`src/rtl/seg7_pkg.sv`:
```
// Shared types and segment patterns for the 4-digit scanned display.
// Patterns are active-low, bit order {g,f,e,d,c,b,a}.
package seg7_pkg;

    typedef logic [6:0] seg7_t;

    localparam seg7_t SEG_BLANK = 7'h7F;
    localparam seg7_t SEG_DASH  = 7'h3F;

    localparam seg7_t SEG_0 = 7'h40;
    localparam seg7_t SEG_1 = 7'h79;
    localparam seg7_t SEG_2 = 7'h24;
    localparam seg7_t SEG_3 = 7'h30;
    localparam seg7_t SEG_4 = 7'h19;
    localparam seg7_t SEG_5 = 7'h12;
    localparam seg7_t SEG_6 = 7'h02;
    localparam seg7_t SEG_7 = 7'h78;
    localparam seg7_t SEG_8 = 7'h00;
    localparam seg7_t SEG_9 = 7'h10;

endpackage

```
`src/rtl/seg7_dec.sv`:
```
// BCD to active-low 7-segment decoder.
// Codes 10..15 are not BCD and show a dash so bad upstream data is visible.
module seg7_dec
    import seg7_pkg::*;
(
    input  logic [3:0] i_bcd,
    output seg7_t      o_seg
);

    always_comb begin
        o_seg = SEG_DASH;
        case (i_bcd)
            4'd0:    o_seg = SEG_0;
            4'd1:    o_seg = SEG_1;
            4'd2:    o_seg = SEG_2;
            4'd3:    o_seg = SEG_3;
            4'd4:    o_seg = SEG_4;
            4'd5:    o_seg = SEG_5;
            4'd6:    o_seg = SEG_6;
            4'd7:    o_seg = SEG_7;
            4'd8:    o_seg = SEG_8;
            4'd9:    o_seg = SEG_9;
            default: o_seg = SEG_DASH;
        endcase
    end

endmodule

```
`src/rtl/seg7_scan4.sv`:
```
// Time-multiplexed driver for a 4-digit common-anode 7-segment display.
// Inputs are snapshotted once per frame so a digit never tears mid-scan.
module seg7_scan4
    import seg7_pkg::*;
#(
    parameter int SCAN_DIV  = 50000,
    parameter int BLANK_CYC = 16
) (
    input  logic       clk,
    input  logic       rst,
    input  logic       en,
    input  logic       blank_lz,
    input  logic [3:0] dig0,
    input  logic [3:0] dig1,
    input  logic [3:0] dig2,
    input  logic [3:0] dig3,
    input  logic [3:0] dp_in,
    output logic [6:0] seg,
    output logic       dp,
    output logic [3:0] an
);

    localparam int CNT_W = (SCAN_DIV > 1) ? $clog2(SCAN_DIV) : 1;

    logic [CNT_W-1:0] r_cnt;
    logic [1:0]       r_idx;
    logic [3:0]       r_snapDig [4];
    logic [3:0]       r_snapDp;
    logic             r_snapBlz;
    seg7_t            r_seg;
    logic             r_dp;
    logic [3:0]       r_an;

    logic             w_slotEnd;
    logic             w_frameEnd;
    logic             w_pastBlank;
    logic             w_lit;
    logic             w_lzBlank;
    logic [3:0]       w_curDig;
    seg7_t            w_decSeg;

    assign w_slotEnd  = (r_cnt == CNT_W'(SCAN_DIV - 1));
    assign w_frameEnd = w_slotEnd && (r_idx == 2'd3);

    // With no blank interval the compare would be trivially true, so drop it.
    generate
        if (BLANK_CYC == 0) begin : g_noBlank
            assign w_pastBlank = 1'b1;
        end else begin : g_blank
            assign w_pastBlank = (r_cnt >= CNT_W'(BLANK_CYC));
        end
    endgenerate

    assign w_lit     = en && w_pastBlank;
    assign w_curDig  = r_snapDig[r_idx];
    assign w_lzBlank = (r_idx == 2'd3) && r_snapBlz && (r_snapDig[3] == 4'd0);

    seg7_dec u_dec (
        .i_bcd (w_curDig),
        .o_seg (w_decSeg)
    );

    always_ff @(posedge clk or negedge rst) begin
        if (!rst) begin
            r_cnt <= '0;
            r_idx <= 2'd0;
        end else if (w_slotEnd) begin
            r_cnt <= '0;
            r_idx <= r_idx + 2'd1;
        end else begin
            r_cnt <= r_cnt + CNT_W'(1);
        end
    end

    // Capture on the frame wrap only, so all four digits come from one instant.
    always_ff @(posedge clk or negedge rst) begin
        if (!rst) begin
            for (int i = 0; i < 4; i++) begin
                r_snapDig[i] <= 4'd0;
            end
            r_snapDp  <= 4'd0;
            r_snapBlz <= 1'b0;
        end else if (w_frameEnd) begin
            r_snapDig[0] <= dig0;
            r_snapDig[1] <= dig1;
            r_snapDig[2] <= dig2;
            r_snapDig[3] <= dig3;
            r_snapDp     <= dp_in;
            r_snapBlz    <= blank_lz;
        end
    end

    // A blanked leading zero still drives its anode so brightness stays uniform.
    always_ff @(posedge clk or negedge rst) begin
        if (!rst) begin
            r_an  <= 4'b1111;
            r_seg <= SEG_BLANK;
            r_dp  <= 1'b1;
        end else if (w_lit) begin
            r_an  <= ~(4'b0001 << r_idx);
            r_seg <= w_lzBlank ? SEG_BLANK : w_decSeg;
            r_dp  <= w_lzBlank ? 1'b1 : ~r_snapDp[r_idx];
        end else begin
            r_an  <= 4'b1111;
            r_seg <= SEG_BLANK;
            r_dp  <= 1'b1;
        end
    end

    assign seg = r_seg;
    assign dp  = r_dp;
    assign an  = r_an;

endmodule

```
`config.mk`:
```
export PLATFORM = sky130hd
export DESIGN_NAME = seg7_scan4
export DESIGN_NICKNAME = d
export VERILOG_FILES = /design/src/rtl/seg7_pkg.sv /design/src/rtl/seg7_dec.sv /design/src/rtl/seg7_scan4.sv
export SDC_FILE = /design/constraint.sdc
export NUM_CORES = 1
export LEC_CHECK = 0
export ABC_AREA = 1
export BUFFER_PORTS_ARGS = -buffer_cell sky130_fd_sc_hd__buf_2
export CAP_MARGIN = 20
export CORE_MARGIN = 1.5
export CORE_UTILIZATION = 58
export CTS_CLUSTER_DIAMETER = 30
export CTS_CLUSTER_SIZE = 16
export DETAILED_ROUTE_END_ITERATION = 10
export HOLD_SLACK_MARGIN = 0.03
export PLACE_DENSITY = 0.8
export SLEW_MARGIN = 10
export SYNTH_ARGS = -nofsm -noshare
export SYNTH_HDL_FRONTEND = slang
export SYNTH_SLANG_ARGS = --single-unit
```
`constraint.sdc`:
```
create_clock -name clk -period 1.78 [get_ports clk]
set_input_delay 0 -clock clk [delete_from_list [all_inputs] [get_ports clk]]
set_output_delay 0 -clock clk [all_outputs]
set_load 0.03 [all_outputs]
```
==> impl_metrics.tcl, run 1 <==
set metrics [dict create \
    stdcell_count 445 \
    r2r_cells 10 \
    synth_top_cells_by_area "dfrtp_1, dfstp_2, nand2_1, o21ai_2, inv_1" \
    finalHoldViolations 0 \
    drtIter0Drc 163 \
    grt_usage 0.231 \
    io_pins 36 \
    reg2reg_slack_ps 160 \
    syn_avg_cell_area_sq_um 8.60 \
    pwr-share-clk 0.347 \
    p_int_mw 1.55 \
    r2r_end "seg[5]" \
    fp.coreArea_sq_um 4690 \
    relSlewSlack 0.774 \
    drt-total-wl_um 5360 \
    crit_chain "buf_4, nand2_1, nand3_1, nand2_1, inv_1, ha_1, inv_1, nand3_1, nand3_1, nand3_1" \
    met1_length_um 2420 \
    firstDrtPassIters 5 \
    endpoint_kind "flip-flop" \
    clock_latency_ps 300 \
    p_comb_frac 0.062 \
    final.setup.tns_ps 0 \
    overflow 0 \
    antenna_found_initial 0 \
    dp_hpwl_um 3730 \
    grt_pass1_vias 2156 \
    rows 25 \
    fin_util 0.720 \
    clk_pin_slew_worst_paths_ps 90 \
    met2_wirelength_um 2590 \
    worstPathArrival_ps 1840 \
    drive_gt1_frac 0.309 \
    cp_data_required_time_ps 2000 \
    fp.dieW_um 72.4 \
    holdCritPathClass "input port to async pin" \
    maxUsedRoutingLayer "met4" \
    ys_seq_area_frac 0.462 \
    drc 0 \
    vias 2214 \
    antennaDiodeCount 0 \
    ant_nets 0 \
    gp_congestion 0.894 \
    port_buffers 35 \
    start_util 0.595 \
    final-setup-viol-count 0 \
    reg2reg_from "r_idx[0]" \
    swShare 0.216 \
    period_needed_ps 1620 \
    htreeDepth 2 \
    grt_max_degree 52 \
    cpMostUsedCell "nand3_1" \
    ys_warn_count 0 \
    design_area_sq_um 3380 \
    seqPwrFrac 0.591 \
    critical_path_class "flip-flop to flip-flop" \
    cp_max_fo 10 \
    fp.dieArea_sq_um 5240 \
    yosysTopAreaCell "dfrtp_1" \
    startpoint_type "flip-flop" \
    p_leak_nw 1.73 \
    switchingPower_mw 0.426 \
    whs_ps 208 \
    cts_made_buffers 5 \
    cts_tree "done" \
    synth-seq-cells 51 \
    finClkSkew_ps 13.1 \
    cts_buffer_depth 2 \
    timing.final.max_slew_violations 0 \
    cpPeakStageDelay_ps 430 \
    wl_per_cell_um 12.0 \
    nets 425 \
    max_clock_freq_mhz 616 \
    placed_area_sq_um 3050 \
    syn-num-nets 360 \
    cts_root_buffer "clkbuf_8" \
    max-vdd-ir-drop_mv 0.406 \
    cap_violations 0 \
    yosys.cell_types.count 29 \
    crit_slowest_cell "dfrtp_1" \
    syn_inst 325 \
    cts.sinks 51 \
    rsz0062_at_grt "no" \
    post-place-cells 414 \
    viasPerCell 4.98 \
    fin_crit_sh 0.912 \
    yosysTopAreaCellShare 0.349 \
    die_h_um 72.4 \
    power.density_nw_per_um2 584 \
    cts_setup_buffers 0 \
    syn_area_sq_um 2790 \
    grt_pass1_wl_um 9560 \
    worstMarginPinSlew_ps 337 \
    status "finished clean" \
    wl_met3_um 298 \
    area_growth_pct 21.0 \
]
-- cell families (layout without fill, tap and decap cells) --
| logic type | Yosys count | in the layout | synth area share |
|---|---|---|---|
| AND/OR/NAND/NOR | 168 | 168 | 0.291 |
| AO/OA/AOI/OAI | 29 | 29 | 0.0824 |
| XOR/XNOR | 7 | 7 | 0.0219 |
| buffers and inverters | 59 | 125 | 0.0936 |
| flip-flops | 51 | 51 | 0.462 |
| adder cells (fa/ha/maj) | 11 | 11 | 0.0493 |
-- cells in the mapped netlist (all sizes together) --
library cell  count
o22ai             1
xor2              7
nand2            87
nand4             3
o21bai            2
nor2             37
o21ai            25
clkinv            2
a21oi             1
buf               6
ha               11
nor3              3
dfrtp            39
inv              51
and3              2
dfstp            12
and2              1
nand3            35
-- cell type report --
type / count / area, sq um
clock buffer: 7 / 86.3
clock inverter: 1 / 8.76
fill: 335 / 1310
inverter: 53 / 201
multi-input combinational: 215 / 1240
sequential: 51 / 1290
tap: 54 / 67.6
timing repair buffer: 64 / 479
-- per-stage QoR --
step,setup WS (ps),power [mW]
global placement,175,1.27
floorplan,317,1.21
global route,1.99,2.05
finish,157,1.97
detailed placement,112,1.27
CTS,97.9,2.00
-- worst max path at each step --
| stage | from | endpoint | slack (ps) | cells after the start |
|---|---|---|---|---|
| final | r_idx[0] | seg[5] | 160 | 10 |
| after global routing | r_idx[0] | seg[5] | 2 | 10 |
| after CTS | r_idx[1] | seg[5] | 100 | 9 |
| after detailed placement | r_idx[1] | seg[5] | 110 | 9 |
| after global placement | r_idx[1] | seg[5] | 170 | 9 |
| after floorplan | r_idx[0] | seg[5] | 320 | 11 |
-- metal layers --
layer / vias up / global-route usage
met2: 66 / 0.385
met3: 4 / 0.0444
met5: - / 0
li1: 1135 / -
met1: 1009 / 0.314
met4: 0 / 0.0587
-- critical path, delay by kind of cell (launching register included) --
family,cells,cell delay (ps)
and+or+nand+nor,6,610
adders and majority gates,1,190
buffers and inverters,3,330
DFF,1,430
-- cells in the final DEF (no fill, tap or decap), types with 6 or more instances in the layout --
| cell | count |
|---|---|
| nand3_1 | 31 |
| ha_1 | 11 |
| nand2_2 | 23 |
| o21ai_2 | 21 |
| buf_2 | 35 |
| dfstp_2 | 12 |
| nand2_1 | 63 |
| nor2_1 | 32 |
| dfrtp_1 | 38 |
| dlygate4sd3_1 | 23 |
| inv_1 | 48 |
| xor2_1 | 7 |
| clkbuf_8 | 6 |
-- power by group through the flow --
stage                     logic (mW)  registers (mW)  clock network, mW
after floorplan               0.0192            1.20                  0
after global placement        0.0833            1.19                  0
after detailed placement      0.0843            1.19                  0
after CTS                      0.123            1.17              0.707
after global routing           0.137            1.17              0.742
final                          0.123            1.17              0.684
-- flip-flops by register name (all words and copies together), names as in the netlist --
name       cells
an             4
dp             1
r_cnt         16
r_idx          2
r_snapBlz      1
r_snapDig     16
r_snapDp       4
seg            7
-- repair_timing --
action / CTS / global route
endpoints found under the hold margin: 76 / 0
endpoints found under the setup margin: 0 / 4
hold buffers: 23 / 0
gates resized for setup: 0 / 3
No activity file was read; power rests on OpenSTA's default activity.
==> run 2: changes to the inputs <==
--- a/config.mk
+++ b/config.mk
@@ -9,12 +9,11 @@
 export BUFFER_PORTS_ARGS = -buffer_cell sky130_fd_sc_hd__buf_2
 export CAP_MARGIN = 20
 export CORE_MARGIN = 1.5
-export CORE_UTILIZATION = 58
+export CORE_UTILIZATION = 40
 export CTS_CLUSTER_DIAMETER = 30
 export CTS_CLUSTER_SIZE = 16
 export DETAILED_ROUTE_END_ITERATION = 10
 export HOLD_SLACK_MARGIN = 0.03
-export PLACE_DENSITY = 0.8
 export SLEW_MARGIN = 10
 export SYNTH_ARGS = -nofsm -noshare
 export SYNTH_HDL_FRONTEND = slang
==> impl_metrics.tcl, run 2 (synthesis results as in run 1) <==
set metrics [dict create \
    swShare 0.220 \
    io_pins 36 \
    relSlewSlack 0.710 \
    final.setup.tns_ps 0 \
    post-place-cells 439 \
    grt_pass1_wl_um 9560 \
    cts.sinks 51 \
    drc 0 \
    fp.coreArea_sq_um 6760 \
    timing.final.max_slew_violations 0 \
    worstMarginPinSlew_ps 434 \
    firstDrtPassIters 4 \
    endpoint_kind "flip-flop" \
    viasPerCell 4.61 \
    start_util 0.414 \
    area_growth_pct 21.7 \
    holdCritPathClass "input port to async pin" \
    finalHoldViolations 0 \
    antenna_found_initial 0 \
    cp_data_required_time_ps 2000 \
    crit_family "simple AND/OR/NAND/NOR gates" \
    critical_path_class "flip-flop to flip-flop" \
    grt_pass1_vias 2051 \
    cp.buffers_inverters 3 \
    cts_setup_buffers 0 \
    crit_slowest_cell "dfrtp_2" \
    fin_util 0.503 \
    status "finished clean" \
    drtIter0Drc 105 \
    fp.dieW_um 86.6 \
    pwr-share-clk 0.348 \
    clk_pin_slew_worst_paths_ps 100 \
    fp.dieArea_sq_um 7500 \
    drive_gt1_frac 0.310 \
    period_needed_ps 1570 \
    power.density_nw_per_um2 580 \
    final-setup-viol-count 0 \
    setup.worst_path.start "r_idx[0]" \
    fin_crit_sh 0.880 \
    max_clock_freq_mhz 638 \
    cts_buffer_depth 2 \
    htreeDepth 2 \
    ant_nets 0 \
    crit_chain "buf_4, nand2_1, nand3_1, nand2_2, inv_1, ha_1, inv_1, nand3_1, nand3_1, nand3_1" \
    cap_violations 0 \
    seqPwrFrac 0.590 \
    overflow 0 \
    p_leak_nw 1.72 \
    stdcell_count 470 \
    dp_hpwl_um 3920 \
    p_int_mw 1.54 \
    cp_max_fo 9 \
    grt_max_degree 43 \
    grt_usage 0.160 \
    antennaDiodeCount 0 \
    drt-total-wl_um 5210 \
    rows 30 \
    cpMostUsedCell "nand3_1" \
    rsz0062_at_grt "no" \
    final_cell_mix "nand2_1, inv_1, dfrtp_1" \
    cpPeakStageDelay_ps 480 \
    startpoint_type "flip-flop" \
    worstPathArrival_ps 1780 \
    p_comb_frac 0.062 \
    wl_per_cell_um 11.1 \
    vias 2167 \
    switchingPower_mw 0.435 \
    cts_tree "done" \
    gp_congestion 0.894 \
    final_common_cell "nand2_1" \
    max-vdd-ir-drop_mv 0.294 \
    die_h_um 86.6 \
    reg2reg_slack_ps 210 \
    finClkSkew_ps 11.1 \
    cts_root_buffer "clkbuf_8" \
    cts_made_buffers 5 \
    port_buffers 35 \
    clock_latency_ps 300 \
    nets 424 \
    reg2reg_from "r_idx[0]" \
]
## run 2: cell type report
type,instances,area [sq um]
fillers,672,3360
clock buffers,6,82.6
multi-input cells,215,1240
inverters,53,201
repair buffers,63,468
well taps,80,100
clock inverters,2,11.3
flip-flops and latches,51,1290
## run 2: power by group through the flow
stage | clock (mW) | sequential, mW | combinational, mW
finish | 0.686 | 1.17 | 0.122
global route | 0.762 | 1.17 | 0.140
CTS | 0.718 | 1.17 | 0.126
detailed placement | 0 | 1.19 | 0.0875
global placement | 0 | 1.19 | 0.0867
floorplan | 0 | 1.20 | 0.0192
## run 2: final timing paths
kind,to,depth (start not counted)
worst max register to register,seg[5],10
worst min register to register,r_cnt[0],1
worst min-delay path,r_cnt[13],2
worst max-delay path,seg[5],10
min in group clk,r_snapDp[0],4
max in group asynchronous,seg[3],3
## run 2: repair_timing
item	CTS	global route
hold buffers	23	0
resized for setup	0	3
endpoints found under the setup margin	0	7
hold endpoints to repair	59	0
## run 2: worst reg2reg max path, stage by stage (launching register included)
cell	delay [ps]
dfrtp_2	480
buf_4	180
nand2_1	60
nand3_1	80
nand2_2	120
inv_1	80
ha_1	190
inv_1	50
nand3_1	90
nand3_1	90
nand3_1	80
## run 2: routing by layer
| metal | up-vias | routed length [um] | track usage |
|---|---|---|---|
| li1 | 1134 | - | - |
| met1 | 982 | 2720 | 0.238 |
| met2 | 47 | 2250 | 0.240 |
| met3 | 4 | 188 | 0.0295 |
| met4 | 0 | 51 | 0.0440 |
| met5 | - | 0 | 0 |
## run 2: stage by stage
step                area [sq um]  power [mW]  setup WS [ps]  hold WS [ps]
finish                      3400        1.97            213           158
global route                3400        2.07           22.0           178
global placement            3070        1.27            183         -36.0
CTS                         3400        2.01            116           171
floorplan                   2790        1.21            317          -296
detailed placement          3070        1.27            117         -27.7
==> run 3: changes to the inputs <==
--- a/config.mk
+++ b/config.mk
@@ -14,7 +14,9 @@
 export CTS_CLUSTER_SIZE = 16
 export DETAILED_ROUTE_END_ITERATION = 10
 export HOLD_SLACK_MARGIN = 0.03
+export RECOVER_POWER = 50
 export SLEW_MARGIN = 10
 export SYNTH_ARGS = -nofsm -noshare
 export SYNTH_HDL_FRONTEND = slang
 export SYNTH_SLANG_ARGS = --single-unit
+export TNS_END_PERCENT = 5
==> impl_metrics.tcl, run 3 (synthesis results as in run 1) <==
set metrics [dict create \
    switchingPower_mw 0.436 \
    area_growth_pct 20.8 \
    status "finished clean" \
    cap_violations 0 \
    drc 0 \
    vias 2171 \
    grt_pass1_wl_um 9560 \
    pwr-share-clk 0.349 \
    cp_data_required_time_ps 1980 \
    gp_congestion 0.894 \
    cts.sinks 51 \
    seqPwrFrac 0.591 \
    relSlewSlack 0.360 \
    final_common_cell "nand2_1" \
    fin_ws_ps 200 \
    nets 424 \
    clock_latency_ps 300 \
    timing.final.max_slew_violations 0 \
    firstDrtPassIters 5 \
    grt_usage 0.160 \
    antenna_found_initial 0 \
    port_buffers 35 \
    whs_ps 354 \
    worstMarginPinSlew_ps 961 \
    p_leak_nw 1.71 \
    drive_gt1_frac 0.292 \
    viasPerCell 4.62 \
    finClkSkew_ps 11.0 \
    start_util 0.414 \
    cts_buffer_depth 2 \
    swShare 0.221 \
    startpoint_type "flip-flop" \
    final-setup-viol-count 0 \
    finalHoldViolations 0 \
    cts_setup_buffers 0 \
    antennaDiodeCount 0 \
    fin_crit_sh 0.888 \
    io_pins 36 \
    max-vdd-ir-drop_mv 0.295 \
    rsz0062_at_grt "no" \
    cts_made_buffers 5 \
    cts_root_buffer "clkbuf_8" \
    design_area_sq_um 3380 \
    max_clock_freq_mhz 633 \
    die_h_um 86.6 \
    fp.coreArea_sq_um 6760 \
    grt_max_degree 43 \
    cts_tree "done" \
    holdCritPathClass "input port to async pin" \
    cp_max_fo 7 \
    dp_slack_ps 117 \
    power.density_nw_per_um2 584 \
    fp.dieW_um 86.6 \
    critical_path_class "flip-flop to flip-flop" \
    endpoint_kind "flip-flop" \
    fin_util 0.500 \
    p_int_mw 1.53 \
    grt_pass1_vias 2051 \
    worstPathArrival_ps 1780 \
    fp.dieArea_sq_um 7500 \
    final_cell_mix "nand2_1, inv_1, dfrtp_1" \
    overflow 0 \
    htreeDepth 2 \
    p_comb_frac 0.059 \
    period_needed_ps 1580 \
    placed_area_sq_um 3070 \
    drt-total-wl_um 5260 \
    rows 30 \
    dp_hpwl_um 3920 \
    wl_per_cell_um 11.2 \
    ant_nets 0 \
    drtIter0Drc 86 \
    clk_pin_slew_worst_paths_ps 100 \
    final.setup.tns_ps 0 \
]
## run 3: cell types whose count changed in the layout (fill, tap and decap cells not counted)
cell,previous run,this run
buf_12,2,1
inv_2,3,2
clkbuf_2,0,2
clkbuf_1,0,6
inv_1,48,49
buf_4,3,2
buf_2,35,29
## run 3: repair_timing
action                                  in CTS  in global routing
hold endpoints to repair                    59                  0
gates resized for setup                      0                  3
hold buffers                                23                  0
endpoints found under the setup margin       0                  7
## run 3: power groups by stage
stage | Combinational [mW] | Sequential (mW) | Clock, mW
final | 0.117 | 1.17 | 0.688
after global routing | 0.134 | 1.17 | 0.762
after CTS | 0.126 | 1.17 | 0.718
after detailed placement | 0.0875 | 1.19 | 0
after global placement | 0.0867 | 1.19 | 0
after floorplan | 0.0192 | 1.20 | 0
## run 3: per-stage QoR
stage	instances	total power [mW]
3_3_place_gp	439	1.27
5_1_grt	470	2.06
6_report	470	1.97
4_1_cts	470	2.01
3_5_place_dp	439	1.27
2_1_floorplan	325	1.21
## run 3: final cells by class
cell class	instances	area [sq um]
Inverter	53	201
Fill cell	678	3380
Sequential cell	51	1290
Timing Repair Buffer	63	443
Multi-Input combinational cell	215	1240
Clock inverter	2	11.3
Clock buffer	6	82.6
Tap cell	80	100
## run 3: routing by layer
metal / GRT usage / wire length (um)
met5: 0 / 0
met4: 0.0440 / 51
met3: 0.0295 / 191
met2: 0.240 / 2250
met1: 0.238 / 2760
## run 3: path summary, 6_finish.rpt
| path | start | slack (ps) | endpoint | cells past startpoint |
|---|---|---|---|---|
| worst min register to register | r_cnt[0] | 490 | r_cnt[0] | 1 |
| worst max-delay path | r_cnt[0] | 200 | r_idx[1] | 9 |
| min in group clk | dp_in[0] | 470 | r_snapDp[0] | 4 |
| worst max register to register | r_cnt[0] | 200 | r_idx[1] | 9 |
| max in group asynchronous | rst | 350 | r_idx[0] | 3 |
| worst min-delay path | rst | 350 | r_cnt[13] | 2 |
## run 3: worst max-delay path: stages, from the launching register on
cell	delay (ps)
dfrtp_1	410
ha_1	220
nand2_1	80
inv_1	70
nand2_2	120
nor2_4	50
nand2_1	210
clkinv_2	170
nand2_1	80
o21ai_1	60
